### config.mk
export PLATFORM = sky130hd
export DESIGN_NAME = ysyx_22051468_issue_scoreboard_flat
export DESIGN_NICKNAME = d
export VERILOG_FILES = /design/src/rtl/ysyx_22051468_issue_scoreboard_pkg.sv /design/src/rtl/ysyx_22051468_issue_scoreboard_if.sv /design/src/rtl/ysyx_22051468_scb_hazard.sv /design/src/rtl/ysyx_22051468_issue_scoreboard.sv /design/src/flat_wrapper.sv
export SDC_FILE = /design/constraint.sdc
export NUM_CORES = 1
export LEC_CHECK = 0
export BUFFER_PORTS_ARGS = -buffer_cell sky130_fd_sc_hd__buf_2
export CAP_MARGIN = 20
export CELL_PAD_IN_SITES_DETAIL_PLACEMENT = 1
export CELL_PAD_IN_SITES_GLOBAL_PLACEMENT = 2
export CORE_ASPECT_RATIO = 0.6
export CORE_MARGIN = 4
export CORE_UTILIZATION = 34
export CTS_BUF_LIST = sky130_fd_sc_hd__clkbuf_4 sky130_fd_sc_hd__clkbuf_8 sky130_fd_sc_hd__clkbuf_16
export CTS_CLUSTER_DIAMETER = 60
export DETAILED_ROUTE_END_ITERATION = 12
export GPL_ROUTABILITY_DRIVEN = 1
export PLACE_DENSITY = 0.89
export SLEW_MARGIN = 15
export SYNTH_ARGS = -nofsm -noshare
export SYNTH_HDL_FRONTEND = slang
export SYNTH_SLANG_ARGS = --single-unit
### constraint.sdc
create_clock -name clk -period 2.9 [get_ports clk]
set_clock_uncertainty 0.2 [all_clocks]
set_input_delay 0.145 -clock clk [delete_from_list [all_inputs] [get_ports clk]]
set_output_delay 0.145 -clock clk [all_outputs]
set_load 0.005 [all_outputs]
### src/rtl/ysyx_22051468_issue_scoreboard_pkg.sv
// Shared constants, FSM state encoding and register one-hot helper for the issue scoreboard.
package ysyx_22051468_issue_scoreboard_pkg;

    localparam int unsigned NREG  = 32;
    localparam int unsigned AW    = $clog2(NREG);
    localparam int unsigned CNT_W = 32;

    typedef enum logic [1:0] {
        ScbRun   = 2'd0,
        ScbStall = 2'd1,
        ScbFlush = 2'd2
    } scb_state_e;

    // x0 maps to an all-zero mask so it can never be marked busy or hazard.
    function automatic logic [NREG-1:0] reg_onehot(input logic [AW-1:0] idx);
        logic [NREG-1:0] oh;
        oh      = '0;
        oh[idx] = 1'b1;
        oh[0]   = 1'b0;
        return oh;
    endfunction

endpackage

### src/rtl/ysyx_22051468_issue_scoreboard_if.sv
// Decode/writeback/flush bundle between the pipeline (master) and the scoreboard (slave).
interface ysyx_22051468_issue_scoreboard_if;
    import ysyx_22051468_issue_scoreboard_pkg::*;

    logic             issue_valid;
    logic             issue_ready;
    logic             rd_need;
    logic             rs1_need;
    logic             rs2_need;
    logic [AW-1:0]    rd_addr;
    logic [AW-1:0]    rs1_addr;
    logic [AW-1:0]    rs2_addr;
    logic             wb_valid;
    logic [AW-1:0]    wb_rd;
    logic             flush;
    logic [NREG-1:0]  busy_vec;
    logic [CNT_W-1:0] stall_cnt;

    modport master (
        output issue_valid, rd_need, rs1_need, rs2_need, rd_addr, rs1_addr, rs2_addr,
        output wb_valid, wb_rd, flush,
        input  issue_ready, busy_vec, stall_cnt
    );

    modport slave (
        input  issue_valid, rd_need, rs1_need, rs2_need, rd_addr, rs1_addr, rs2_addr,
        input  wb_valid, wb_rd, flush,
        output issue_ready, busy_vec, stall_cnt
    );

endinterface

### src/rtl/ysyx_22051468_scb_hazard.sv
// Combinational RAW/WAW detection against the busy vector.
// YSYX_22051468_SCB_BYPASS_EN: a same-cycle writeback masks its register's busy bit.
module ysyx_22051468_scb_hazard
    import ysyx_22051468_issue_scoreboard_pkg::*;
(
    input  logic [NREG-1:0] busy_i,
    input  logic            rd_need_i,
    input  logic            rs1_need_i,
    input  logic            rs2_need_i,
    input  logic [AW-1:0]   rd_addr_i,
    input  logic [AW-1:0]   rs1_addr_i,
    input  logic [AW-1:0]   rs2_addr_i,
    input  logic            wb_valid_i,
    input  logic [AW-1:0]   wb_rd_i,
    output logic            raw_o,
    output logic            waw_o
);

    logic [NREG-1:0] busy_eff;

`ifdef YSYX_22051468_SCB_BYPASS_EN
    always_comb begin
        busy_eff = busy_i;
        if (wb_valid_i) begin
            busy_eff = busy_i & ~reg_onehot(wb_rd_i);
        end
        busy_eff[0] = 1'b0;
    end
`else
    logic unused_wb;
    assign unused_wb = ^{wb_valid_i, wb_rd_i};

    always_comb begin
        busy_eff    = busy_i;
        busy_eff[0] = 1'b0;
    end
`endif

    always_comb begin
        raw_o = (rs1_need_i & busy_eff[rs1_addr_i]) | (rs2_need_i & busy_eff[rs2_addr_i]);
        waw_o = rd_need_i & busy_eff[rd_addr_i];
    end

endmodule

### src/rtl/ysyx_22051468_issue_scoreboard.sv
// Issue scoreboard: busy register, RUN/STALL/FLUSH interlock FSM and saturating stall counter.
// Optional writeback bypass into hazard detection via YSYX_22051468_SCB_BYPASS_EN.
module ysyx_22051468_issue_scoreboard
    import ysyx_22051468_issue_scoreboard_pkg::*;
(
    input  logic                               clk,
    input  logic                               rst,
    ysyx_22051468_issue_scoreboard_if.slave    sb
);

    scb_state_e       state_q, state_d;
    logic [NREG-1:0]  busy_q, busy_d;
    logic [CNT_W-1:0] cnt_q, cnt_d;
    logic             raw, waw, hazard, ready, fire;

    ysyx_22051468_scb_hazard u_hazard (
        .busy_i     (busy_q),
        .rd_need_i  (sb.rd_need),
        .rs1_need_i (sb.rs1_need),
        .rs2_need_i (sb.rs2_need),
        .rd_addr_i  (sb.rd_addr),
        .rs1_addr_i (sb.rs1_addr),
        .rs2_addr_i (sb.rs2_addr),
        .wb_valid_i (sb.wb_valid),
        .wb_rd_i    (sb.wb_rd),
        .raw_o      (raw),
        .waw_o      (waw)
    );

    // A flush request blocks issue in its own cycle; the FLUSH state blocks the following one.
    always_comb begin
        hazard = raw | waw;
        ready  = ~rst & ~sb.flush & (state_q != ScbFlush) & ~hazard;
        fire   = sb.issue_valid & ready;
    end

    always_comb begin
        state_d = state_q;
        unique case (state_q)
            ScbRun:   if (sb.issue_valid & hazard) state_d = ScbStall;
            ScbStall: if (fire | ~sb.issue_valid) state_d = ScbRun;
            ScbFlush: state_d = ScbRun;
            default:  state_d = ScbRun;
        endcase
        if (sb.flush) state_d = ScbFlush;
    end

    // Clear before set so a same-index retire and new issue leave the register busy.
    always_comb begin
        busy_d = busy_q;
        if (sb.flush) begin
            busy_d = '0;
        end else begin
            if (sb.wb_valid) busy_d = busy_d & ~reg_onehot(sb.wb_rd);
            if (fire & sb.rd_need) busy_d = busy_d | reg_onehot(sb.rd_addr);
        end
        busy_d[0] = 1'b0;
    end

    always_comb begin
        cnt_d = cnt_q;
        if (sb.issue_valid & ~ready & (cnt_q != '1)) begin
            cnt_d = cnt_q + CNT_W'(1);
        end
    end

    always_ff @(posedge clk or posedge rst) begin
        if (rst) begin
            state_q <= ScbRun;
            busy_q  <= '0;
            cnt_q   <= '0;
        end else begin
            state_q <= state_d;
            busy_q  <= busy_d;
            cnt_q   <= cnt_d;
        end
    end

    assign sb.issue_ready = ready;
    assign sb.busy_vec    = busy_q;
    assign sb.stall_cnt   = cnt_q;

endmodule

### src/flat_wrapper.sv
// flat-port wrapper written by rule: the top's interface ports become plain ports
module ysyx_22051468_issue_scoreboard_flat import ysyx_22051468_issue_scoreboard_pkg::*;
  (clk, rst, sb_issue_valid, sb_rd_need, sb_rs1_need, sb_rs2_need, sb_rd_addr, sb_rs1_addr, sb_rs2_addr, sb_wb_valid, sb_wb_rd, sb_flush, sb_issue_ready, sb_busy_vec, sb_stall_cnt);
  ysyx_22051468_issue_scoreboard_if sb_i ();
  input  logic clk;
  input  logic rst;
  input wire logic [$bits(sb_i.issue_valid)-1:0] sb_issue_valid;
  input wire logic [$bits(sb_i.rd_need)-1:0] sb_rd_need;
  input wire logic [$bits(sb_i.rs1_need)-1:0] sb_rs1_need;
  input wire logic [$bits(sb_i.rs2_need)-1:0] sb_rs2_need;
  input wire logic [$bits(sb_i.rd_addr)-1:0] sb_rd_addr;
  input wire logic [$bits(sb_i.rs1_addr)-1:0] sb_rs1_addr;
  input wire logic [$bits(sb_i.rs2_addr)-1:0] sb_rs2_addr;
  input wire logic [$bits(sb_i.wb_valid)-1:0] sb_wb_valid;
  input wire logic [$bits(sb_i.wb_rd)-1:0] sb_wb_rd;
  input wire logic [$bits(sb_i.flush)-1:0] sb_flush;
  output wire logic [$bits(sb_i.issue_ready)-1:0] sb_issue_ready;
  output wire logic [$bits(sb_i.busy_vec)-1:0] sb_busy_vec;
  output wire logic [$bits(sb_i.stall_cnt)-1:0] sb_stall_cnt;
  assign sb_i.issue_valid = sb_issue_valid;
  assign sb_i.rd_need = sb_rd_need;
  assign sb_i.rs1_need = sb_rs1_need;
  assign sb_i.rs2_need = sb_rs2_need;
  assign sb_i.rd_addr = sb_rd_addr;
  assign sb_i.rs1_addr = sb_rs1_addr;
  assign sb_i.rs2_addr = sb_rs2_addr;
  assign sb_i.wb_valid = sb_wb_valid;
  assign sb_i.wb_rd = sb_wb_rd;
  assign sb_i.flush = sb_flush;
  assign sb_issue_ready = sb_i.issue_ready;
  assign sb_busy_vec = sb_i.busy_vec;
  assign sb_stall_cnt = sb_i.stall_cnt;
  ysyx_22051468_issue_scoreboard u_core (.clk(clk), .rst(rst), .sb(sb_i));
endmodule
==> summary.txt, run 1 <==
Setup path
  • Crit path DAT: between 2 and 3 ns
  • Startpoint Class: flop
  • Worst reg2reg endpoint: u_core.sb.stall_cnt[1]$_DFFE_PP0P_
  • WP data required: ~2.9 ns
  • Largest fanout on the critical path: 4
  • Type of element capturing the critical path: flop
  • Critical path launch point: u_core.sb.busy_vec[25]$_DFF_PP0_
  • Critical path type: reg2reg
  • Start of the worst register-to-register path: u_core.sb.busy_vec[25]$_DFF_PP0_
  • Setup slack of the worst register-to-register path: just over 0.0004 ns
  • Capturing instance or port of the critical path: u_core.sb.stall_cnt[1]$_DFFE_PP0P_
  • Worst Reg2Reg Path Length in Cells: 9

Detailed routing
  • Total Wirelength: about 17000 µm
  • Number of iterations in the first detailed-routing pass: 4
  • Average wire length per cell after detail routing: 23.6 µm
  • Via count: between 4k and 5k
  • Via-per-instance ratio: around 5.7
  • Drt drc: 0
  • Number of nets with antenna violations after routing: 0
  • Initial DRC count: between 300 and 400

Timing
  • Slew at the pin closest to its max-slew limit: 0.733 ns
  • Final Hold Vio Count: 0
  • Part of the cycle the worst path needs: 1.00
  • Final worst slack: between 0.0004 and 0.0005 ns
  • Unrepaired setup endpoints after global routing: true
  • Finish-stage setup viols: 0
  • Max-slew violations: 0
  • Final worst path period need: between 2 and 3 ns
  • Max-Slew Margin vs Limit: 0.510
  • Maximum clock rate: 345 MHz

Power and ir drop
  • PwrDens: 450 nW/µm²
  • Worst vdd ir: about 0.0003 V
  • Leakage power: 2.61 nW

Placement
  • Dpl ws: approximately 0.053 ns
  • Final weighted congestion of routability-driven global placement: slightly below 1
  • Hpwl dp: ~13000 µm
  • Count of buffers from port buffering: roughly 90

Synth
  • Number of enable flip-flop cells after synthesis: 0
  • Top cells by area in the synthesized netlist: dfrtp_1 39%, mux4_2 7.5%, xor2_1 5.4%
  • Synthesized flop and latch total: between 60 and 70
  • Largest area contributor in the netlist: dfrtp_1
  • Top flip-flop cell by instance count after synthesis: dfrtp_1
  • Post-Synthesis Net Count: 463
  • Cells after Synth: around 430
  • Part of the Yosys area used for sequential elements: 0.389
  • Netlist cell types: 52
  • Synth warn: 0
  • Avg Synthesized Cell Area: approximately 9.6 µm²
  • Fraction of synthesized cell area taken by the top area cell type: 0.389
  • Fraction of registers with async set/reset: 1.00
  • Post-synthesis instance area: about 4200 µm²

Clocking
  • Clock tree from TritonCTS: done
  • Number of levels in the clock H-tree: 3
  • Buffer levels on the longest clock path: 2
  • CTS sink cnt: 65
  • Worst skew pair latency: between 0.3 and 0.4 ns
  • Post-CTS clock slew at the launch and capture registers of the worst setup and hold paths: around 0.060 ns
  • Root buffer selected by CTS: clkbuf_16
  • Cts bufs inserted: 9

GRT
  • All-layer global routing usage: 0.244
  • Pin count of the biggest net entering global routing: 36
  • Aggregate global routing overflow: 0
  • Antenna violations before repair: 0
  • Number of global-route vias before repair: 4305
  • First-pass GRT wire length: 25900 µm

Final layout
  • Total inserted antenna cells: 0
  • Synthesis-to-layout area growth: 32.0%
  • Commonest cells after routing, fill and taps aside: 90 x buf_2, 59 x dfrtp_1, 41 x nand2_1
  • Share of final-layout standard cells stronger than drive strength 1: 0.359
  • Footprint of the multi-input gates: roughly 2500 µm²
  • Area of all sequential standard cells: about 1600 µm²
  • Most common cell after layout, fill and taps aside: buf_2
  • Core occupancy in the finished layout: 0.459
  • Number of fillers in the final layout: 1403
  • Nets: between 500 and 600

Die
  • Die outline width: between 150 and 200 µm
  • Core outline area: between 10000 and 15000 µm²
  • Die Footprint: 14200 µm²
  • I/O pin cnt: 93
  • Initial core utilization: 0.348
  • Floorplan row count: 31
  • Die height: ~94 µm

Worst hold path
  • Classification of the worst-slack hold path: in2reg

Run status
  • Run status: finished, final reports clean

Flow run
  • Max-cap violation count: 0
-- critical path: stages, from the launching register on --
cell      delay, ns
dfrtp_1        0.45
mux4_2         0.50
mux2i_1        0.20
nor2_2         0.08
nor4_4         0.29
nor4b_4        0.33
buf_12         0.17
buf_6          0.11
nand2b_4       0.13
mux2_2         0.33
-- metal layers --
layer | routed length (µm) | vias up | share of wire | track usage
met5 | 0 | - | 0 | 0
met4 | 231 | 0 | 0.013 | 0.0701
met3 | 1570 | 18 | 0.091 | 0.0810
met2 | 7120 | 171 | 0.41 | 0.325
met1 | 8250 | 2098 | 0.48 | 0.370
li1 | - | 1830 | - | -
-- cell usage after synthesis (4+ instances only) --
cell type and instances:
or3_1 4, and3_1 4, nor4_1 8, o21ai_1 26, nor2_1 18, o21ai_0 24, dfrtp_1 65, mux4_2 14
mux2_2 4, xor2_1 26, nand2b_1 4, nor3b_1 5, mux2i_1 16, inv_1 9, nand4_1 8, clkbuf_1 12
xnor2_1 5, buf_2 6, and2_1 5, nor3_1 20, nand2_1 41, nand3b_1 25, nand3_1 24, nor2b_1 24
-- how the worst min path moves through the flow --
stage                     cells past startpoint  slack, ns          start                               to
after floorplan                               1       0.04       sb_flush    u_core.state_q[1]$_DFFE_PP0P_
after global placement                        2       0.14            rst  u_core.sb.busy_vec[4]$_DFF_PP0_
after detailed placement                      2       0.14            rst  u_core.sb.busy_vec[4]$_DFF_PP0_
after CTS                                     4       0.08  sb_rd_addr[2]  u_core.sb.busy_vec[3]$_DFF_PP0_
after global routing                          2       0.12       sb_flush    u_core.state_q[1]$_DFFE_PP0P_
final                                         4       0.10  sb_rd_addr[2]  u_core.sb.busy_vec[2]$_DFF_PP0_
-- power breakdown --
part / total (W) / switching (W) / internal (W)
logic: 0.000372 / 0.000212 / 0.000159
clock network: 0.00109 / 0.000432 / 0.000660
registers: 0.00102 / 0.0000654 / 0.000954
-- final cells by class --
| class | instances | share of cell area |
|---|---|---|
| clock buffers | 13 | 0.0497 |
| clock inverters | 3 | 0.00431 |
| multi-input cells | 337 | 0.451 |
| well taps | 165 | 0.0374 |
| inverters | 9 | 0.00613 |
| flip-flops and latches | 65 | 0.296 |
| repair buffers | 135 | 0.155 |
-- kinds of logic (layout without fill, tap and decap cells) --
| family | Yosys count | count (layout) | synth area share |
|---|---|---|---|
| DFF | 65 | 65 | 0.389 |
| muxes | 34 | 34 | 0.125 |
| xor gates and xnor gates | 31 | 31 | 0.0650 |
| AOI/OAI and AO/OA | 63 | 63 | 0.0862 |
| buffers and inverters | 32 | 160 | 0.0368 |
| other | 1 | 1 | 0.000897 |
| adders and majority gates | 1 | 1 | 0.00299 |
| and+or+nand+nor | 207 | 207 | 0.294 |
-- flip-flops by register name (all words and copies together) (netlist names) --
signal / flops
u_core.sb.stall_cnt: 32
u_core.sb.busy_vec: 31
u_core.state_q: 2
-- what timing repair did --
item,in CTS,in global routing
pin swaps,4,13
setup endpoints to repair,6,59
setup buffers,11,4
endpoints found under the hold margin,32,0
gates resized for setup,13,26
hold buffers,2,0
cloned,1,0
-- through the flow --
stage | power, W | setup TNS (ns) | cells | area, µm² | hold WS [ns]
finish | 0.00248 | 0 | 727 | 5520 | 0.105
global route | 0.00258 | -0.712 | 727 | 5520 | 0.123
CTS | 0.00249 | -0.0783 | 724 | 5430 | 0.0791
detailed placement | 0.00138 | 0 | 694 | 4950 | 0.142
global placement | 0.00137 | 0 | 694 | 4950 | 0.138
floorplan | 0.00122 | 0 | 434 | 4180 | 0.0426
Power figures use the tool's default switching activity.
==> run 2, diff against run 1 <==
REMOVE_ABC_BUFFERS = 1   (was not set)
==> run 2 against run 1 <==
Fmax rose by 2.6%; critical path depth fell by 1; count of clock-buffer cells in the layout fell by 1; clock power rose by 12%.
==> summary.txt, run 2 (synthesis results as in run 1) <==
Run status
  • Run status: finished, final reports clean

Final layout
  • Synthesis-to-layout area growth: 31.0%
  • Post-route standard cell area excluding fillers: ~5500 µm²
  • Number of flip-flops in the largest register: 32
  • Most common cell after layout, fill and taps aside: buf_2
  • Total inserted antenna cells: 0
  • Commonest cells after routing, fill and taps aside: 91 x buf_2, 59 x dfrtp_1, 41 x nand2_1
  • Share of final-layout standard cells stronger than drive strength 1: 0.352
  • Nets: 584

Flow run
  • Max-cap violation count: 0

Timing
  • Finish-stage setup viols: 0
  • Max-slew violations: 0
  • Unrepaired setup endpoints after global routing: true
  • Maximum clock rate: roughly 350 MHz
  • Part of the cycle the worst path needs: 0.974
  • Final worst path period need: around 2.8 ns
  • Final Hold Vio Count: 0
  • Sum of negative setup slack: 0 ns

Clocking
  • Clock tree from TritonCTS: done
  • Root buffer selected by CTS: clkbuf_16
  • Number of levels in the clock H-tree: 3
  • Worst skew pair latency: about 0.33 ns
  • Post-CTS clock slew at the launch and capture registers of the worst setup and hold paths: approximately 0.06 ns
  • Cts bufs inserted: 9
  • Buffer levels on the longest clock path: 2
  • CTS sink cnt: 65

Setup path
  • Type of element capturing the critical path: primary output
  • Critical-path top delay cell: mux4_2
  • WP data required: about 2.6 ns
  • Critical path type: reg2out
  • Cell breakdown of the critical path: buf_4, mux4_2, mux2i_1, or3_1, nand4_1, nor4b_4, buf_12, buf_2
  • Start of the worst register-to-register path: u_core.sb.busy_vec[13]$_DFF_PP0_
  • Largest stage delay on the critical path: around 0.46 ns
  • Critical path launch point: u_core.sb.busy_vec[13]$_DFF_PP0_
  • Crit path DAT: around 2.5 ns
  • Largest fanout on the critical path: 11
  • Startpoint Class: flop

Die
  • I/O pin cnt: 93
  • Die height: roughly 94 µm
  • Floorplan row count: 31
  • Die outline width: approximately 150 µm
  • Die Footprint: 14200 µm²
  • Initial core utilization: 0.348
  • Core outline area: ~12000 µm²

GRT
  • Number of global-route vias before repair: around 4.2k
  • First-pass GRT wire length: 25500 µm
  • Aggregate global routing overflow: 0
  • Antenna violations before repair: 0
  • All-layer global routing usage: 0.239
  • Pin count of the biggest net entering global routing: 36

Detailed routing
  • Number of nets with antenna violations after routing: 0
  • Initial DRC count: 225
  • Via count: 4084
  • Average wire length per cell after detail routing: ~23 µm
  • Number of iterations in the first detailed-routing pass: 5
  • Total Wirelength: ~17000 µm
  • Drt drc: 0
  • Via-per-instance ratio: roughly 5.6

Power and ir drop
  • PwrDens: 471 nW/µm²
  • Leakage power: 2.61 nW
  • Worst vdd ir: approximately 0.00038 V

Placement
  • Hpwl dp: 12600 µm
  • Area after detailed placement: 5000 µm²
  • Final weighted congestion of routability-driven global placement: 0.976
  • Count of buffers from port buffering: 91

Worst hold path
  • Hold Startpoint: sb_issue_valid
  • Classification of the worst-slack hold path: in2reg
==> run 2: cell types whose count changed in the layout (fill, tap and decap cells not counted), moves of 3 or more <==
cell	change
o21ai_1	+3
buf_6	-4
nor4_2	+4
nor4_1	-4
o21ai_2	-5
buf_4	+5
==> run 2: per-layer routing <==
metal | GRT usage | wire length [µm] | vias to the layer above
li1 | - | - | 1822
met1 | 0.357 | 7720 | 2066
met2 | 0.321 | 6710 | 182
met3 | 0.101 | 1950 | 14
met4 | 0.0415 | 134 | 0
met5 | 0 | 0 | -
==> run 2: final timing paths <==
kind	to	slack [ns]	cells past startpoint
worst min register to register	u_core.sb.stall_cnt[24]$_DFFE_PP0P_	0.29	1
worst max register to register	u_core.sb.stall_cnt[1]$_DFFE_PP0P_	0.08	9
max in group asynchronous	u_core.sb.stall_cnt[29]$_DFFE_PP0P_	1.56	4
worst max-delay path	sb_issue_ready	0.07	8
min in group asynchronous	u_core.state_q[0]$_DFFE_PP0P_	0.21	3
worst min-delay path	u_core.state_q[0]$_DFFE_PP0P_	0.06	4
==> run 2: worst max-delay path: cells and delay by family (launching register included) <==
family,cells,cell delay [ns]
buffers and inverters,3,0.47
DFF,1,0.38
muxes,2,0.61
and+or+nand+nor,3,0.67
==> run 2: stage by stage <==
stage | total power, W | hold slack, ns | worst slack, ns | cells | util
6_report | 0.00258 | 0.0561 | 0.0746 | 725 | 0.455
5_1_grt | 0.00268 | 0.0732 | -0.0376 | 725 | 0.455
4_1_cts | 0.00260 | 0.0353 | 0.0107 | 724 | 0.449
3_5_place_dp | 0.00137 | 0.0194 | -0.0646 | 702 | 0.416
3_3_place_gp | 0.00135 | 0.0137 | 0.0399 | 702 | 0.416
2_1_floorplan | 0.00118 | -0.0236 | -0.600 | 411 | -
==> run 2: timing repair <==
item                                   CTS  global route
cloned                                   1             0
endpoints found under the hold margin   19             0
gates resized for setup                  1            24
setup endpoints to repair                6            43
pin swaps                                0             4
hold buffers                             1             0
buffers inserted                         4             2
==> run 2: cell type report <==
type	count	area [µm²]
clock buffer	12	254
clock inverter	4	76.3
fill	1389	6550
inverter	9	33.8
multi-input combinational	337	2480
sequential	65	1630
tap	165	206
timing repair buffer	133	786
==> run 2: where the power goes <==
group | internal [W] | switching [W]
registers | 0.000954 | 0.0000577
logic | 0.000146 | 0.000203
clock network | 0.000797 | 0.000421
==> run 3, diff against run 2 <==
PLACE_DENSITY = not set   (was 0.89)
PLACE_DENSITY_LB_ADDON = 0.12   (was not set)
SKIP_CTS_REPAIR_TIMING = 1   (was not set)
==> run 3 against run 2 <==
Sequential cell count stayed put; total power fell by 2.7%; the flow now finishes with violations (negative setup slack); routed wire length shrank 3.4%; sequential power about the same; register-to-register slack worse by 0.09 ns.
==> summary.txt, run 3 (synthesis results as in run 1) <==
Timing
  • Max-Slew Margin vs Limit: 0.558
  • Max-slew violations: 0
  • Slew at the pin closest to its max-slew limit: approximately 0.66 ns
  • Final worst slack: -0.0126 ns
  • Maximum clock rate: about 340 MHz
  • Final worst path period need: 2.91 ns
  • Final Hold Vio Count: 0
  • Part of the cycle the worst path needs: 1.00
  • Unrepaired setup endpoints after global routing: true
  • Finish-stage setup viols: 2

Die
  • Initial core utilization: 0.348
  • Floorplan row count: 31
  • Die outline width: approximately 150 µm
  • Core outline area: ~12000 µm²
  • Die Footprint: around 14000 µm²
  • I/O pin cnt: 93
  • Die height: between 90 and 100 µm

Clocking
  • Buffer levels on the longest clock path: 2
  • Cts bufs inserted: 9
  • CTS sink cnt: 65
  • Root buffer selected by CTS: clkbuf_16
  • Number of levels in the clock H-tree: 3
  • Post-CTS clock slew at the launch and capture registers of the worst setup and hold paths: 0.06 ns
  • Worst skew pair latency: ~0.34 ns
  • Clock tree from TritonCTS: done

Power and ir drop
  • Leakage power: between 2 and 3 nW
  • Worst vdd ir: about 0.00024 V
  • PwrDens: roughly 460 nW/µm²

Setup path
  • Largest fanout on the critical path: 4
  • Critical path type: reg2reg
  • Crit path DAT: about 2.9 ns
  • WP data required: between 2 and 3 ns
  • Type of element capturing the critical path: flop
  • Startpoint Class: flop

Final layout
  • Most common cell after layout, fill and taps aside: buf_2
  • Final std cells w/o fill: 717
  • Post-route standard cell area excluding fillers: ~5500 µm²
  • Share of final-layout standard cells stronger than drive strength 1: 0.335
  • Synthesis-to-layout area growth: 30.4%
  • Number of flip-flops in the largest register: 32
  • Nets: just under 600
  • Total inserted antenna cells: 0
  • Number of fillers in the final layout: 1393
  • Commonest cells after routing, fill and taps aside: 90 x buf_2, 62 x dfrtp_1, 41 x nand2_1

Detailed routing
  • Via-per-instance ratio: roughly 5.6
  • Drt drc: 0
  • Number of nets with antenna violations after routing: 0
  • Number of iterations in the first detailed-routing pass: 4
  • Total Wirelength: about 16000 µm
  • Initial DRC count: about 260
  • Average wire length per cell after detail routing: between 20 and 25 µm
  • Via count: 3994

Placement
  • Placed instance count: between 600 and 700
  • Count of buffers from port buffering: between 90 and 100
  • Final weighted congestion of routability-driven global placement: ~0.86
  • Area after detailed placement: approximately 4900 µm²
  • Hpwl dp: between 10000 and 15000 µm

GRT
  • First-pass GRT wire length: between 20000 and 25000 µm
  • Antenna violations before repair: 0
  • All-layer global routing usage: 0.228
  • Pin count of the biggest net entering global routing: 50
  • Aggregate global routing overflow: 0
  • Number of global-route vias before repair: 4001

Run status
  • Failing checks: negative setup slack
  • Run status: finished with violations

Worst hold path
  • Classification of the worst-slack hold path: in2reg

Flow run
  • Max-cap violation count: 0
[run 3: cell types whose count changed in the layout (fill, tap and decap cells not counted), moves of 2 or more]
cell        delta
buf_4         -15
buf_6          +3
dfrtp_1        +3
dfrtp_2        -3
buf_12         +2
clkbuf_16      +2
clkbuf_4       -2
clkinvlp_4     +2
nor4_1         +2
nor4_2         -2
nor4b_2        +2
o21ai_2        +2
[run 3: final timing paths]
kind                                                             to  cells past startpoint  slack, ns                                 from
worst max-delay path             u_core.sb.stall_cnt[1]$_DFFE_PP0P_                      9      -0.01     u_core.sb.busy_vec[31]$_DFF_PP0_
worst min-delay path                  u_core.state_q[1]$_DFFE_PP0P_                      2       0.06                             sb_flush
worst max register to register   u_core.sb.stall_cnt[1]$_DFFE_PP0P_                      9      -0.01     u_core.sb.busy_vec[31]$_DFF_PP0_
worst min register to register  u_core.sb.stall_cnt[13]$_DFFE_PP0P_                      1       0.28  u_core.sb.stall_cnt[13]$_DFFE_PP0P_
max in group asynchronous          u_core.sb.busy_vec[20]$_DFF_PP0_                      4       1.66                                  rst
min in group asynchronous           u_core.sb.busy_vec[3]$_DFF_PP0_                      3       0.19                                  rst
[run 3: worst max-delay path, stage by stage (launching register included)]
cell,delay (ns)
dfrtp_1,0.40
buf_4,0.16
mux4_2,0.49
mux2i_1,0.18
nor2_1,0.09
nor4_4,0.17
nor4b_4,0.42
buf_4,0.20
nand2b_1,0.15
mux2_2,0.34
[run 3: where the power goes]
group / total (W) / switching (W) / internal (W)
clock: 0.00113 / 0.000425 / 0.000707
combinational: 0.000366 / 0.000208 / 0.000158
sequential: 0.00101 / 0.0000570 / 0.000954
total: 0.00251 / 0.000691 / 0.00182
[run 3: per-stage QoR]
stage / utilization / worst slack (ns) / setup TNS [ns] / total power, W / hold slack [ns]
2_1_floorplan: - / -0.600 / -24.34 / 0.00118 / -0.0236
3_3_place_gp: 0.411 / 0.0428 / 0 / 0.00136 / -0.00600
3_5_place_dp: 0.411 / -0.100 / -0.540 / 0.00138 / 0.0131
4_1_cts: 0.437 / -0.175 / -1.02 / 0.00251 / -0.345
5_1_grt: 0.453 / -0.0708 / -0.879 / 0.00262 / 0.0662
6_report: 0.453 / -0.0126 / -0.0213 / 0.00251 / 0.0579
[run 3: layer usage]
metal  vias to the layer above  wire length (µm)  global-route usage
met5                         -                 0                   0
met1                      2042              7980               0.363
met2                       133              6460               0.306
met4                         0               169              0.0490
met3                        13              1340              0.0545
li1                       1806                 -                   -
[run 3: layout make-up]
class | count | area [µm²] | share of cell area
Tap cell | 165 | 206 | 0.0379
Timing Repair Buffer | 126 | 817 | 0.150
Clock buffer | 11 | 253 | 0.0464
Inverter | 9 | 33.8 | 0.00620
Multi-Input combinational cell | 337 | 2460 | 0.451
Sequential cell | 65 | 1630 | 0.299
Clock inverter | 4 | 52.6 | 0.00964
